File: src/rtl/Stump_definitions.sv
// Shared Stump encodings: control-decoder state codes and the opcodes the
// sequencer needs to look at.
package Stump_definitions;

    localparam logic [1:0] FETCH   = 2'b00;
    localparam logic [1:0] EXECUTE = 2'b01;
    localparam logic [1:0] MEMORY  = 2'b10;

    localparam logic [2:0] LDST = 3'b011;
    localparam logic [2:0] BCC  = 3'b111;

endpackage

File: src/rtl/stump_sequencer_pkg.sv
// Sequencer-local types: the internal state set (which adds HALT to the
// decoder-visible states) and small elaboration helpers.
package stump_sequencer_pkg;

    import Stump_definitions::*;

    typedef enum logic [1:0] {
        S_FETCH = 2'd0,
        S_EXEC  = 2'd1,
        S_MEM   = 2'd2,
        S_HALT  = 2'd3
    } seq_state_e;

    // HALT looks like FETCH to the decoder; commit is what keeps it inert.
    function automatic logic [1:0] state_code(input seq_state_e s);
        case (s)
            S_EXEC:  return EXECUTE;
            S_MEM:   return MEMORY;
            default: return FETCH;
        endcase
    endfunction

    // The wait counter only ever needs to reach MAX_WAIT-1.
    function automatic int unsigned wait_width(input int unsigned max_wait);
        return (max_wait < 2) ? 1 : $clog2(max_wait);
    endfunction

endpackage

File: src/rtl/stump_wait_timer.sv
// Counts consecutive memory-wait cycles and flags the cycle on which the
// MAX_WAIT-th consecutive wait is being spent. MAX_WAIT == 0 never expires.
module stump_wait_timer
    import stump_sequencer_pkg::*;
#(
    parameter int unsigned MAX_WAIT = 15
) (
    input  logic clk,
    input  logic srst,
    input  logic clear,
    input  logic tick,
    output logic expired
);

    generate
        if (MAX_WAIT == 0) begin : g_disabled
            wire unused_timer_inputs = ^{clk, srst, clear, tick};
            assign expired = 1'b0;
        end else begin : g_enabled
            localparam int unsigned CW = wait_width(MAX_WAIT);
            localparam logic [CW-1:0] LAST = CW'(MAX_WAIT - 1);

            logic [CW-1:0] count_reg;
            logic [CW-1:0] count_next;

            // Expiry is combinational so the sequencer leaves on this edge.
            assign expired = tick && (count_reg == LAST);

            // Clear wins over tick: a completed access or state change restarts the count.
            always_comb begin
                count_next = count_reg;
                if (clear) begin
                    count_next = '0;
                end else if (tick) begin
                    count_next = count_reg + 1'b1;
                end
            end

            // Wait counter register.
            always_ff @(posedge clk) begin
                if (srst) begin
                    count_reg <= '0;
                end else begin
                    count_reg <= count_next;
                end
            end
        end
    endgenerate

endmodule

File: src/rtl/stump_sequencer.sv
// Stump cycle sequencer: FETCH/EXECUTE/MEMORY stepping with memory-ready
// stretching, halt/single-step debug, wait timeout and activity counters.
module stump_sequencer
    import Stump_definitions::*;
    import stump_sequencer_pkg::*;
#(
    parameter int          CNT_W        = 16,
    parameter int unsigned MAX_WAIT     = 15,
    parameter bit          RESET_HALTED = 1'b0
) (
    input  logic             clk,
    input  logic             rst,
    input  logic [2:0]       ir_opcode,
    input  logic             mem_ready,
    input  logic             halt_req,
    input  logic             step_req,
    input  logic             clr_err,
    output logic [1:0]       state,
    output logic             commit,
    output logic             ir_load,
    output logic             halted,
    output logic             bus_error,
    output logic [CNT_W-1:0] instr_count,
    output logic [CNT_W-1:0] cycle_count
);

    localparam seq_state_e RESET_STATE = RESET_HALTED ? S_HALT : S_FETCH;

    seq_state_e       state_reg;
    seq_state_e       state_next;
    logic             step_pending_reg;
    logic             step_pending_next;
    logic             bus_error_reg;
    logic             bus_error_next;
    logic [CNT_W-1:0] instr_count_reg;
    logic [CNT_W-1:0] cycle_count_reg;

    logic             boundary;
    logic             mem_wait;
    logic             timer_clear;
    logic             timer_expired;

    // A wait cycle is any FETCH/MEM cycle where memory has not answered.
    assign mem_wait    = ((state_reg == S_FETCH) || (state_reg == S_MEM)) && !mem_ready;
    assign timer_clear = mem_ready || (state_next != state_reg);

    stump_wait_timer #(
        .MAX_WAIT (MAX_WAIT)
    ) u_wait_timer (
        .clk     (clk),
        .srst    (rst),
        .clear   (timer_clear),
        .tick    (mem_wait),
        .expired (timer_expired)
    );

    // Next-state, commit/ir_load and instruction-boundary decode.
    always_comb begin
        state_next        = state_reg;
        step_pending_next = step_pending_reg;
        bus_error_next    = bus_error_reg;
        commit            = 1'b0;
        ir_load           = 1'b0;
        boundary          = 1'b0;

        case (state_reg)
            S_FETCH: begin
                commit  = mem_ready;
                ir_load = mem_ready;
                if (mem_ready) begin
                    state_next = S_EXEC;
                end else if (timer_expired) begin
                    // Faulted fetch never commits; the PC is left untouched.
                    state_next        = S_HALT;
                    bus_error_next    = 1'b1;
                    step_pending_next = 1'b0;
                end
            end
            S_EXEC: begin
                commit = 1'b1;
                if (ir_opcode == LDST) begin
                    state_next = S_MEM;
                end else begin
                    boundary = 1'b1;
                end
            end
            S_MEM: begin
                commit = mem_ready;
                if (mem_ready) begin
                    boundary = 1'b1;
                end else if (timer_expired) begin
                    state_next        = S_HALT;
                    bus_error_next    = 1'b1;
                    step_pending_next = 1'b0;
                end
            end
            S_HALT: begin
                if (bus_error_reg) begin
                    // A latched fault pins us here until the debugger clears it.
                    if (clr_err) begin
                        bus_error_next = 1'b0;
                    end
                end else if (!halt_req) begin
                    state_next = S_FETCH;
                end else if (step_req) begin
                    state_next        = S_FETCH;
                    step_pending_next = 1'b1;
                end
            end
            default: begin
                state_next = S_FETCH;
            end
        endcase

        // Halt requests only take effect between instructions.
        if (boundary) begin
            if (halt_req || step_pending_reg) begin
                state_next        = S_HALT;
                step_pending_next = 1'b0;
            end else begin
                state_next = S_FETCH;
            end
        end

        // Nothing may be written back while reset is held.
        if (rst) begin
            commit  = 1'b0;
            ir_load = 1'b0;
        end
    end

    // State and debug flag registers.
    always_ff @(posedge clk) begin
        if (rst) begin
            state_reg        <= RESET_STATE;
            step_pending_reg <= 1'b0;
            bus_error_reg    <= 1'b0;
        end else begin
            state_reg        <= state_next;
            step_pending_reg <= step_pending_next;
            bus_error_reg    <= bus_error_next;
        end
    end

    // Retired-instruction and active-cycle counters (wrap naturally).
    always_ff @(posedge clk) begin
        if (rst) begin
            instr_count_reg <= '0;
            cycle_count_reg <= '0;
        end else begin
            if (boundary) begin
                instr_count_reg <= instr_count_reg + 1'b1;
            end
            if (state_reg != S_HALT) begin
                cycle_count_reg <= cycle_count_reg + 1'b1;
            end
        end
    end

    assign state       = state_code(state_reg);
    assign halted      = (state_reg == S_HALT);
    assign bus_error   = bus_error_reg;
    assign instr_count = instr_count_reg;
    assign cycle_count = cycle_count_reg;

endmodule

File: config.mk
export PLATFORM = sky130hd
export DESIGN_NAME = stump_sequencer
export DESIGN_NICKNAME = d
export VERILOG_FILES = /design/src/rtl/Stump_definitions.sv /design/src/rtl/stump_sequencer_pkg.sv /design/src/rtl/stump_wait_timer.sv /design/src/rtl/stump_sequencer.sv
export SDC_FILE = /design/constraint.sdc
export NUM_CORES = 1
export LEC_CHECK = 0
export CORE_ASPECT_RATIO = 1.2
export CORE_MARGIN = 2
export CORE_UTILIZATION = 55
export CTS_BUF_LIST = sky130_fd_sc_hd__clkbuf_2
export CTS_CLUSTER_DIAMETER = 30
export DETAILED_ROUTE_END_ITERATION = 6
export PLACE_DENSITY = 0.87
export SYNTH_ARGS = -nofsm -noshare
export SYNTH_HDL_FRONTEND = slang
export SYNTH_SLANG_ARGS = --single-unit
File: constraint.sdc
create_clock -name clk -period 5.3 [get_ports clk]
set_clock_uncertainty 0.1 [all_clocks]
set_input_delay 1.06 -clock clk [delete_from_list [all_inputs] [get_ports clk]]
set_output_delay 1.06 -clock clk [all_outputs]
set_load 0.01 [all_outputs]
==> results of run 1 <==
-- worst min-delay path, delay by kind of cell (launching register included) --
family	cells	cell delay (ps)
DFF	1	370
AOI/OAI and AO/OA	2	130
-- kinds of logic (layout without fill, tap and decap cells) --
kind of cell / count (synthesis) / after routing / share of synthesized area (%)
xor+xnor: 31 / 31 / 14.00
compound gates: 22 / 22 / 7.973
fa+ha+maj: 9 / 9 / 5.650
flops: 40 / 40 / 40.18
simple gates: 112 / 112 / 27.62
mux: 3 / 3 / 1.507
buf+inv: 13 / 59 / 3.075
-- power breakdown --
group	internal (uW)	total, uW	switching, uW
Sequential	323	350	27.5
Combinational	151	321	170
Clock	29.6	126	96.6
-- cells in the final DEF (no fill, tap or decap), types with 2 or more instances in the layout --
| cell type | n |
|---|---|
| mux2i_1 | 3 |
| clkbuf_2 | 5 |
| dfxtp_1 | 40 |
| o21ai_0 | 6 |
| clkinv_2 | 2 |
| nand4_1 | 7 |
| clkdlybuf4s50_1 | 46 |
| nor3_1 | 5 |
| xnor2_1 | 8 |
| and4_1 | 4 |
| and2_1 | 2 |
| nand2_1 | 23 |
| o21ai_2 | 2 |
| nand3_1 | 13 |
| a21oi_1 | 5 |
| o21ai_1 | 2 |
| xor2_1 | 22 |
| a31oi_1 | 2 |
| nor2b_1 | 2 |
| ha_1 | 9 |
| nor2_1 | 41 |
| or3_1 | 3 |
| inv_1 | 4 |
| and3_1 | 5 |
-- cell type report --
class | count | area share, %
Multi-Input combinational cell | 177 | 45.25
Sequential cell | 40 | 32.03
Timing Repair Buffer | 47 | 18.72
Tap cell | 37 | 1.852
Clock buffer | 5 | 1.001
Inverter | 4 | 0.6006
Clock inverter | 3 | 0.5506
-- through the flow --
step	power [uW]	instances
after CTS	804.6	313
after detailed placement	674.6	305
after floorplan	590.8	230
after global placement	668.2	305
after global routing	847.1	313
final	797.1	313
-- layer usage --
metal | vias up | share of wire [%]
li1 | 867 | -
met5 | - | 0
met2 | 53 | 49
met4 | 0 | 1.8
met3 | 7 | 5.7
met1 | 790 | 43
-- final timing paths --
path	startpoint	to	depth (start not counted)
max reg2reg	state_reg[1]	instr_count[9]	7
max	rst	ir_load	4
min	cycle_count[14]	cycle_count[14]	2
min reg2reg	cycle_count[14]	cycle_count[14]	2
==> impl_metrics.toml, run 1 <==
[global_routing]
grt_max_degree = 40
use_met3_pct = 5.741
grt_pass1_wl_mm = 6.768
antenna_found_initial = 0
grt_pass1_vias = 1600
met2_usage_pct = 33.21
busiest_layer = "met2"
met1_usage_pct = 24.59
grtUsageTotal_pct = 20.69
grt_overflow = 0

[clock_tree]
cts_setup_buffers = 0
clk_pin_slew_ps = 200
cts_hold_buf = 0
cts_tree = "yes"
clockBufferDepth = 2
cts_max_level = 2
clock_tree.root_cell = "clkbuf_2"
ctsResizeCount = 0
numCtsBuffers = 5
clock_latency_ps = 400
cts.sinks = 40

[sta]
whs_ps = 419.1
setup_viol = 0
worst_pin_slew_ps = 479.4
period_share_pct = 68.57
rsz0062_at_grt = "false"
setup_slack_ps = 1666
maxSlewViolCount = 0
max_freq_mhz = 275.2
period_minus_slack_ps = 3634
hold_violations = 0
slew_headroom_pct = 68.04
finalSetupTns_ps = 0

[die]
die-area_sq_mm = 0.004124
die_w_um = 58.96
core_area_sq_mm = 0.003396
num_rows = 23
dieHeight_um = 69.95
io_pins = 47
start_util_pct = 58.70

[drt]
num_vias = 1717
drtIter0Drc = 127
viasPerCell = 5.486
drc = 4
wl_per_cell_um = 12.71
drtPass1Iterations = 6
routed_wirelength_mm = 3.979
ant_nets = 0

[setup_path]
slowest_stage = "clkdlybuf4s50_1"
worst_setup_path_end_kind = "output pin"
required_ps = 4140
crit_family = "buffers and inverters"
path_class = "in -> out"
r2r_slack_ps = 2730
path_common_cell = "clkdlybuf4s50_1"
crit_arrival_ps = 2470
path_max_fanout = 39
cp-start-kind = "primary input"
cp_slowest_stage_delay_ps = 500
crit_buf_inv = 3
path_cells = "clkdlybuf4s50_1, buf_4, nor2_1, clkdlybuf4s50_1"

[synthesis]
syn_area_sq_mm = 0.001993
yosysMostFrequentCell = "nor2_1"
synth_top_area_share_pct = 40.18
synth_fp_nets = 248
synth.area.top_cells = "dfxtp_1, xor2_1, nor2_1, ha_1, nand2_1"
async_flop_share_pct = 0
ys.flop_type = "dfxtp_1"
synth.yosys.seq_area_share_pct = 40.18
synth_cells = 230
synth_warnings = 0
ys_ff_latch = 40
synth_edf_count = 0
synth_cell_types = 39
synth_top_area_cell = "dfxtp_1"
postSynthAreaPerCell_sq_um = 8.666
netlist_top_cells_count = "nor2_1, dfxtp_1, nand2_1, xor2_1, nand3_1"

[layout]
stdcell_area_sq_mm = 0.002500
postLayoutCoreUtil_pct = 73.62
diodes = 0
multi_input_area_sq_mm = 0.001131
drive_gt1_share_pct = 5.797
fillers = 263
area_growth_pct = 25.42
final_nets = 293
seq_area_sq_um = 800.8

[placed_design]
place_ws_ps = 1678
placed_area_sq_mm = 0.002461
place_hpwl_mm = 2.930
place_congestion = 0.8598
portBuffers = 46

[flow_run]
cap_violations = 0

[power_and_ir_drop]
power_density_mw_per_mm2 = 318.8
peakVddDrop_uv = 297.7
leakage_uw = 0.0009437

[status]
violations = "design-rule violations"
status = "finished with violations"

[worst_hold_path]
hp-class = "reg -> reg"
No activity file was read; power rests on OpenSTA's default activity.
==> run 2: changes to the inputs <==
Settings changed: CORE_UTILIZATION 55 to 51, PLACE_DENSITY 0.87 to 0.82.
Clock period 5.3 ns to 3.6 ns, I/O delays scaled along.
==> impl_metrics.toml, run 2 (synthesis gave the netlist of run 1 again) <==
[status]
status = "finished, final reports clean"

[power_and_ir_drop]
pwr-share-comb_pct = 40.8
power_density_mw_per_mm2 = 475.6
switchingPower_uw = 448.9
switching_share_pct = 37.48
power_uw = 1198
clkPwrFrac_pct = 15.9
leakage_uw = 0.0009442
p_int_uw = 748.9
seq_power_share_pct = 43.3
peakVddDrop_uv = 443.2

[drt]
drtIter0Drc = 86
ant_nets = 0
routed_wirelength_mm = 4.194
wl_per_cell_um = 12.79
viasPerCell = 5.396
drtPass1Iterations = 4
drc = 0
num_vias = 1770

[layout]
final_cell_mix = "clkdlybuf4s50_1, nor2_1, dfxtp_1"
final_nets = 293
diodes = 0
drive_gt1_share_pct = 5.797
fillers = 318
multi_input_area_sq_mm = 0.001131
area_growth_pct = 26.37
mostFrequentLayoutCell = "clkdlybuf4s50_1"
seq_area_sq_um = 800.8

[placed_design]
place_congestion = 0.7616
place_hpwl_mm = 3.097
portBuffers = 46

[die]
core_area_sq_mm = 0.003694
io_pins = 47
start_util_pct = 53.96
die-area_sq_mm = 0.004426
die_w_um = 61.07
dieHeight_um = 72.48
num_rows = 24

[flow_run]
cap_violations = 0

[global_routing]
antenna_found_initial = 0
grtUsageTotal_pct = 20.79
grt_overflow = 0
grt_pass1_vias = 1600
grt_pass1_wl_mm = 6.989
grt_max_degree = 38

[sta]
slew_headroom_pct = 66.48
period_share_pct = 82.15
period_minus_slack_ps = 2957
hold_violations = 0
rsz0062_at_grt = "false"
finalSetupTns_ps = 0
worst_pin_slew_ps = 502.8
maxSlewViolCount = 0
max_freq_mhz = 338.2
setup_viol = 0

[setup_path]
required_ps = 2780
cp-start-kind = "flip-flop"
worst_setup_path_end_kind = "output pin"
path_class = "reg -> out"
crit_arrival_ps = 2140
path_max_fanout = 6
reg2regPathDepth = 7

[clock_tree]
numCtsBuffers = 5
cts_hold_buf = 0
clock_latency_ps = 390
clock_tree.root_cell = "clkbuf_2"
clockBufferDepth = 2
clk_pin_slew_ps = 190
cts_setup_buffers = 0
cts_tree = "yes"
ctsResizeCount = 0
cts_max_level = 2
cts.sinks = 40

[worst_hold_path]
hp-class = "reg -> reg"
worstHoldPathCells = 2
[run 2: changes by cell type in the layout (fill, tap and decap cells not counted)]
cell | before | now
clkbuf_2 | 5 | 7
clkinv_2 | 2 | 0
[run 2: through the flow]
stage               util, %  area (sq um)  cells  hold slack (ps)  setup WS, ps
floorplan                 -          1993    230            410.5          1391
global placement      67.14          2480    320            380.3         721.3
detailed placement    67.14          2480    320            408.5         667.4
CTS                   68.19          2519    328            438.3         612.7
global route          68.19          2519    328            459.6         525.5
finish                68.19          2519    328            429.8         642.8
[run 2: metal layers]
| metal | track usage [%] | vias to the layer above | wire [um] |
|---|---|---|---|
| met5 | 0 | - | 0 |
| met4 | 10.87 | 0 | 129 |
| met3 | 5.704 | 15 | 179 |
| met2 | 32.51 | 50 | 2048 |
| met1 | 25.53 | 835 | 1837 |
| li1 | - | 870 | - |
[run 2: worst max-delay path, cell delays in order (launching register included)]
cell and delay (ps):
dfxtp_1 450, inv_1 170, ha_1 350, nand2_1 130
nor2_1 120, clkdlybuf4s50_1 540
[run 2: worst paths after layout]
check                                  endpoint  slack, ps             from
worst max register to register   instr_count[9]       1050     state_reg[1]
worst max-delay path                    ir_load        640     state_reg[1]
worst min register to register  cycle_count[14]        430  cycle_count[14]
worst min-delay path            cycle_count[14]        430  cycle_count[14]
[run 2: cell type report]
class,count,share of cell area (%)
clock inverters,1,0.1490
repair buffers,47,18.58
multi-input cells,177,44.91
well taps,52,2.583
clock buffers,7,1.391
inverters,4,0.5961
flip-flops and latches,40,31.79
[run 2: power groups by stage]
stage                     sequential [uW]  combinational, uW  clock [uW]
after global placement                525                469           0
after floorplan                       524                346           0
after CTS                             518                486         195
after detailed placement              528                483           0
after global routing                  525                531         217
final                                 518                489         191
==> run 3: changes to the inputs <==
Clock period 3.6 ns to 2.9 ns, I/O delays scaled along.
==> impl_metrics.toml, run 3 (synthesis gave the netlist of run 1 again) <==
[clock_tree]
clock_tree.root_cell = "clkbuf_2"
numCtsBuffers = 5
clock_latency_ps = 370
cts_max_level = 2
cts.sinks = 40
cts_setup_buffers = 0
clk_pin_slew_ps = 170
cts_tree = "yes"
cts_hold_buf = 0
ctsResizeCount = 0
clockBufferDepth = 2

[flow_run]
cap_violations = 0

[die]
io_pins = 47
die-area_sq_mm = 0.004426
start_util_pct = 53.96
dieHeight_um = 72.48
core_area_sq_mm = 0.003694
die_w_um = 61.07
num_rows = 24

[global_routing]
grt_pass1_vias = 1532
grt_max_degree = 38
grt_overflow = 0
antenna_found_initial = 0
grtUsageTotal_pct = 18.98
grt_pass1_wl_mm = 6.472

[layout]
final_cell_mix = "clkdlybuf4s50_1, nor2_1, dfxtp_1"
mostFrequentLayoutCell = "clkdlybuf4s50_1"
drive_gt1_share_pct = 5.435
area_growth_pct = 26.43
postLayoutCoreUtil_pct = 68.22
final_nets = 294
diodes = 0
stdcell_area_sq_mm = 0.002520

[worst_hold_path]
hp-class = "reg -> reg"

[placed_design]
placed_area_sq_mm = 0.002487
portBuffers = 46
place_ws_ps = 292.5
place_hpwl_mm = 2.925
place_congestion = 0.7763

[drt]
drtPass1Iterations = 4
drtIter0Drc = 71
drc = 0
ant_nets = 0
num_vias = 1694
viasPerCell = 5.165
routed_wirelength_mm = 3.931
wl_per_cell_um = 11.98

[setup_path]
worst_setup_path_end_kind = "output pin"
cp_slowest_stage_delay_ps = 540
required_ps = 2220
cp-start-kind = "flip-flop"
crit_buf_inv = 2
path_class = "reg -> out"
path_max_fanout = 6
slowest_stage = "clkdlybuf4s50_1"
path_cells = "inv_1, ha_1, nand2_1, nor2_1, clkdlybuf4s50_1"
crit_family = "buffers and inverters"
crit_arrival_ps = 2050

[sta]
hold_violations = 0
setup_slack_ps = 168.8
setup_viol = 0
rsz0062_at_grt = "false"
period_minus_slack_ps = 2731
finalSetupTns_ps = 0
worst_pin_slew_ps = 381.4
slew_headroom_pct = 74.57
period_share_pct = 94.18
max_freq_mhz = 366.1
maxSlewViolCount = 0

[power_and_ir_drop]
power_density_mw_per_mm2 = 574.6
leakage_uw = 0.0009429
peakVddDrop_uv = 511.0

[status]
status = "finished, final reports clean"
run 3: through the flow:
step | std cells | total power (uW) | hold WS, ps
final | 328 | 1448 | 424.7
after global routing | 328 | 1546 | 452.6
after CTS | 328 | 1461 | 426.9
after detailed placement | 321 | 1246 | 407.0
after global placement | 321 | 1237 | 380.2
after floorplan | 230 | 1080 | 410.5
run 3: power by group:
group	switching (uW)	internal [uW]
Clock	164	49.9
Sequential	51.4	589
Combinational	313	280
Total	528	920
run 3: final timing paths:
kind | start | endpoint | slack, ps | cells after the start
setup / recovery | state_reg[1] | ir_load | 170 | 5
hold / removal | bus_error | bus_error | 420 | 2
setup reg to reg | state_reg[1] | instr_count[9] | 510 | 7
hold reg to reg | bus_error | bus_error | 420 | 2
run 3: worst reg2reg max path, cell delays in order (launching register included):
cell,delay (ps)
dfxtp_1,560
inv_1,150
ha_1,350
nand2_1,80
o21ai_2,330
nand3_1,260
or3_1,360
a21oi_1,150
run 3: area by class of cell:
cell class / count / area, sq um
clock inverters: 2 / 7.507
repair buffers: 48 / 475.5
clock buffers: 5 / 25.02
fillers: 323 / 1174
well taps: 52 / 65.06
flip-flops and latches: 40 / 800.8
multi-input cells: 177 / 1131
inverters: 4 / 15.01
run 3: routing by layer:
layer | GRT usage, % | vias up | share of wire, %
met1 | 23.00 | 782 | 46
met3 | 4.278 | 4 | 4.0
met4 | 7.488 | 0 | 1.2
met2 | 31.80 | 39 | 49
li1 | - | 869 | -
met5 | 0 | - | 0
